--- src/rtl/adder_pipe.sv ---
// adder_pipe: pipelined WIDTH-bit unsigned adder with a carry-in. The add is
// split into STAGES = ceil(WIDTH/SEG_BITS) segments, one segment per cycle,
// and the carry moves up one segment per stage. With SAT=1 the result
// saturates to all-ones when the add carries out of the MSB.
//
// Ports
//   clk, rst               clock, synchronous active-high reset
//   in_valid / in_ready    operand handshake (a, b, cin)
//   out_valid / out_ready  result handshake (out_sum, out_cout, out_ovf)
//   out_cout               raw carry out of the MSB, reported in both modes
//   out_ovf                result was clamped (only ever set with SAT=1)
//
// adder_pipe_seg: combinational add of one segment [LO +: W]. Bits outside the
// segment pass through from s_in unchanged.

module adder_pipe_seg #(
  parameter int WIDTH = 20,
  parameter int LO    = 0,
  parameter int W     = 5
) (
  input  logic [WIDTH-1:0] a,
  input  logic [WIDTH-1:0] b,
  input  logic [WIDTH-1:0] s_in,
  input  logic             c_in,
  output logic [WIDTH-1:0] s,
  output logic             c
);
  logic [W:0] sum;
  // Operand bits outside this segment belong to other stages.
  logic       unused_ops;

  assign unused_ops = ^{a, b};
  assign sum = {1'b0, a[LO+:W]} + {1'b0, b[LO+:W]} + {{W{1'b0}}, c_in};
  assign c   = sum[W];

  always_comb begin
    s          = s_in;
    s[LO+:W]   = sum[W-1:0];
  end
endmodule

module adder_pipe #(
  parameter int WIDTH    = 20,
  parameter int SEG_BITS = 5,
  parameter int SAT      = 0
) (
  input  logic             clk,
  input  logic             rst,
  input  logic             in_valid,
  output logic             in_ready,
  input  logic [WIDTH-1:0] a,
  input  logic [WIDTH-1:0] b,
  input  logic             cin,
  output logic             out_valid,
  input  logic             out_ready,
  output logic [WIDTH-1:0] out_sum,
  output logic             out_cout,
  output logic             out_ovf
);
  localparam int STAGES = (WIDTH + SEG_BITS - 1) / SEG_BITS;

  // Per-stage inputs (*_in), combinational results (*_nx) and registers (*_q).
  // Stage k sees the operands, partial sum and carry registered by stage k-1;
  // stage 0 sees the module inputs.
  logic [STAGES-1:0][WIDTH-1:0] a_in, b_in, s_in, s_nx;
  logic [STAGES-1:0][WIDTH-1:0] a_q, b_q, s_q;
  logic [STAGES-1:0]            c_in, c_nx, c_q, v_in;
  logic [STAGES:1]              vld_pipe;
  logic                         adv;
  logic                         sat_hit;
  // Operands held by the last stage are not consumed by anything.
  logic                         unused_regs;

  assign unused_regs = ^{a_q[STAGES-1], b_q[STAGES-1]};

  // Whole pipe advances together; it only blocks when a finished result is
  // waiting on a stalled consumer.
  assign adv       = ~out_valid | out_ready;
  assign in_ready  = adv;
  assign out_valid = vld_pipe[STAGES];

  always_comb begin
    a_in    = '0;
    b_in    = '0;
    s_in    = '0;
    c_in    = '0;
    v_in    = '0;
    a_in[0] = a;
    b_in[0] = b;
    c_in[0] = cin;
    v_in[0] = in_valid;
    for (int k = 1; k < STAGES; k++) begin
      a_in[k] = a_q[k-1];
      b_in[k] = b_q[k-1];
      s_in[k] = s_q[k-1];
      c_in[k] = c_q[k-1];
      v_in[k] = vld_pipe[k];
    end
  end

  for (genvar k = 0; k < STAGES; k++) begin : g_stg
    localparam int LO = k * SEG_BITS;
    // Final segment may be narrower than SEG_BITS.
    localparam int W  = (WIDTH - LO < SEG_BITS) ? (WIDTH - LO) : SEG_BITS;
    adder_pipe_seg #(.WIDTH(WIDTH), .LO(LO), .W(W)) u_seg (
      .a    (a_in[k]),
      .b    (b_in[k]),
      .s_in (s_in[k]),
      .c_in (c_in[k]),
      .s    (s_nx[k]),
      .c    (c_nx[k])
    );
  end

  // vld_pipe[k+1] tracks the slot held in stage k; bubbles shift through too.
  always_ff @(posedge clk) begin
    if (rst) begin
      vld_pipe <= '0;
    end else if (adv) begin
      vld_pipe <= v_in;
    end
  end

  // Data only loads for valid slots, so a bubble leaves the previous
  // contents (and hence out_* during out_valid=0) untouched.
  always_ff @(posedge clk) begin
    if (rst) begin
      a_q <= '0;
      b_q <= '0;
      s_q <= '0;
      c_q <= '0;
    end else if (adv) begin
      for (int k = 0; k < STAGES; k++) begin
        if (v_in[k]) begin
          a_q[k] <= a_in[k];
          b_q[k] <= b_in[k];
          s_q[k] <= s_nx[k];
          c_q[k] <= c_nx[k];
        end
      end
    end
  end

  assign sat_hit  = (SAT != 0) && c_q[STAGES-1];
  assign out_cout = c_q[STAGES-1];
  assign out_ovf  = sat_hit;
  assign out_sum  = sat_hit ? {WIDTH{1'b1}} : s_q[STAGES-1];
endmodule

--- config.mk ---
export PLATFORM = sky130hd
export DESIGN_NAME = adder_pipe
export DESIGN_NICKNAME = d
export VERILOG_FILES = /design/src/rtl/adder_pipe.sv
export SDC_FILE = /design/constraint.sdc
export NUM_CORES = 1
export LEC_CHECK = 0
export ABC_AREA = 1
export BUFFER_PORTS_ARGS = -buffer_cell sky130_fd_sc_hd__buf_4
export CAP_MARGIN = 20
export CORE_MARGIN = 1
export CORE_UTILIZATION = 52
export CTS_CLUSTER_SIZE = 16
export DETAILED_ROUTE_END_ITERATION = 16
export PLACE_DENSITY_LB_ADDON = 0.3
export REMOVE_ABC_BUFFERS = 1
export SLEW_MARGIN = 20
export SYNTH_ARGS = -nofsm -noshare
export SYNTH_HDL_FRONTEND = slang
export SYNTH_SLANG_ARGS = --single-unit
--- constraint.sdc ---
create_clock -name clk -period 2.18 [get_ports clk]
set_clock_uncertainty 0.05 [all_clocks]
set_input_delay 0.109 -clock clk [delete_from_list [all_inputs] [get_ports clk]]
set_output_delay 0.109 -clock clk [all_outputs]
set_load 0.02 [all_outputs]
==> impl_metrics.json <==
{
  "cp_data_arrival_time_ns": 2.30,
  "pwr-share-clk_pct": 48.7,
  "yosysTopAreaCell": "dfxtp_1",
  "fp.dieW_um": 99.8,
  "slowest_delay_ns": 0.56,
  "grt_pass1_wl_mm": 19.0,
  "fin_util_pct": 70.0,
  "postCtsSetupRepairBufs": 0,
  "wirelength_mm": 11.4,
  "start_kind": "input pin",
  "die_y_um": 99.8,
  "cts.path.max_buffers": 2,
  "viasPerCell": 5.09,
  "ys_seq_area_share_pct": 47.5,
  "required_ns": 2.54,
  "slowest_stage": "dlygate4sd3_1",
  "whs_ns": 0.0210,
  "finalNetCount": 798,
  "drc_errors": 0,
  "p_int_w": 0.00444,
  "seq_power_share_pct": 40.8,
  "clock-sinks": 118,
  "finalHoldViolCount": 0,
  "gp_congestion": 0.903,
  "comb_power_share_pct": 10.6,
  "min_path_type": "input pin to flip-flop",
  "dieArea_um2": 9970,
  "worstSetupPathType": "input pin to flip-flop",
  "clkLatencyLatePin_ns": 0.51,
  "antenna_found_initial": 0,
  "initial_utilization_pct": 53.9,
  "num_rows": 35,
  "grt_pass1_vias": 4294,
  "track_usage_pct": 24.4,
  "min_period_over_period_pct": 89.1,
  "worstMarginPinSlew_ns": 0.631,
  "drive_gt1_share_pct": 16.0,
  "net-switching-power_w": 0.00135,
  "rsz0062_at_grt": "false",
  "synthesis.instances": 630,
  "status": "finished, final reports clean",
  "crit_fanout": 2,
  "area_delta_synth_final_pct": 29.9,
  "cts_buffers": 17,
  "synth_area_leaders": "dfxtp_1 (47%), nor2_1 (14%), o21ai_0 (8.5%)",
  "h-tree-depth": 4,
  "synth_area_per_cell_um2": 7.90,
  "wl_per_cell_um": 13.0,
  "port_buffers": 67,
  "drtAntennaViolNets": 0,
  "tns_ns": 0,
  "maxSlewViolCount": 0,
  "cts_tree": "built",
  "overflow": 0,
  "fin_crit_ns": 1.94,
  "max_cap_viol_count": 0,
  "vdd_ir_drop_max_mv": 0.598,
  "p_per_area_nw_per_um2": 896,
  "grt_max_degree": 37,
  "dr.first_iter.drc_count": 248,
  "leakage_nw": 3.05,
  "clk_pin_slew_ns": 0.06,
  "first_pass_iters": 5,
  "preCtsSetupSlack_ns": 0.525,
  "hpwl_mm": 6.84,
  "synth.distinct_cells": 29,
  "path_cells": "dlygate4sd3_1, buf_4, inv_1, fa_1, inv_1, fa_1, dlygate4sd3_1, nor2_1, nor2_1",
  "switching_share_pct": 23.3,
  "coreArea_um2": 9240,
  "ctsHoldBuffers": 38,
  "diodes": 0,
  "max_slew_margin_pct": 57.8,
  "io_pins": 69,
  "fin_ws_ns": 0.238,
  "worstSetupEndpointType": "flip-flop",
  "yosysWarningCount": 0,
  "vias": 4431,
  "timing.fmax_ghz": 0.515,
  "syn_area_um2": 4980,
  "setup_viol": 0,
  "clockRootBuffer": "clkbuf_8",
  "synth.top_cell.area_share_pct": 47.5,
  "cts_resized": 0,
  "ys_ff_latch": 118
}
-- power by group through the flow --
stage / registers [W] / logic (W) / clock network, W
finish: 0.00236 / 0.000611 / 0.00282
global route: 0.00238 / 0.000689 / 0.00296
CTS: 0.00236 / 0.000610 / 0.00284
detailed placement: 0.00240 / 0.000539 / 0
global placement: 0.00240 / 0.000523 / 0
floorplan: 0.00240 / 0.000333 / 0
-- sequential cells by signal, summed over array words and instances (netlist names) --
name and count:
a_in 30, b_in 30, s_in 30, out_sum 20, c_q 4, vld_pipe 4
-- metal layers --
metal,part of all wire [%],global-route usage (%),vias to the layer above,wire [um]
li1,-,-,2225,-
met1,43,28.7,2059,4930
met2,50,42.3,120,5660
met3,4.3,6.13,27,493
met4,2.4,10.2,0,273
met5,0,0,-,0
-- area by class of cell --
cell class	instances	area, um2
multi-input combinational	433	2230
clock buffer	23	447
tap	129	161
inverter	47	181
timing repair buffer	112	936
fill	722	2780
sequential	118	2360
clock inverter	9	150
-- metrics by stage --
step | instance area (um2) | std cells | total power, W
floorplan | 4770 | 598 | 0.00274
global placement | 5490 | 801 | 0.00292
detailed placement | 5490 | 801 | 0.00294
CTS | 6460 | 871 | 0.00581
global route | 6460 | 871 | 0.00603
finish | 6460 | 871 | 0.00579
-- cells in the mapped netlist, drive strengths merged --
cell,n
or2,2
nor2,191
nand4,2
a21oi,32
inv,47
dfxtp,118
clkbuf,12
o21ai,106
conb,1
nand2,47
xor2,1
fa,8
xnor2,3
buf,20
nand3,20
o21bai,4
ha,16
-- cells by family (layout without fill, tap and decap cells) --
logic type | after synthesis | after routing | synth area share [%]
and+or+nand+nor | 262 | 262 | 22.1
DFF | 118 | 118 | 47.5
AOI/OAI and AO/OA | 142 | 142 | 14.6
buffers and inverters | 79 | 191 | 7.82
xor gates and xnor gates | 4 | 4 | 0.704
adders and majority gates | 24 | 24 | 7.24
other | 1 | 1 | 0.0753
-- worst max-delay path, delay by kind of cell --
kind          cells  cell delay (ns)
buf+inv           5             1.30
fa+ha+maj         2             0.74
simple gates      2             0.15
-- path summary, 6_finish.rpt --
check                                 start  slack [ns]  cells past startpoint     endpoint
worst max register to register  vld_pipe[4]        0.33                      6  vld_pipe[3]
worst min-delay path                   a[4]        0.02                      6     s_in[24]
worst min register to register     s_in[24]        0.42                      2     s_in[44]
worst max-delay path                    cin        0.24                      9     s_in[21]
-- placed cells by master (no fill, tap or decap), types with 5 or more instances in the layout --
master         instances
nand2_1               43
a21oi_1               30
inv_1                 42
o21ai_0               85
nor2_1               186
dlygate4sd3_1         38
fa_1                   8
dfxtp_1              118
o21ai_1               21
nand3_1               20
buf_4                 74
ha_1                  16
clkbuf_16             16
clkbuf_1               5
Note: power is estimated with default switching activity, not from simulation.
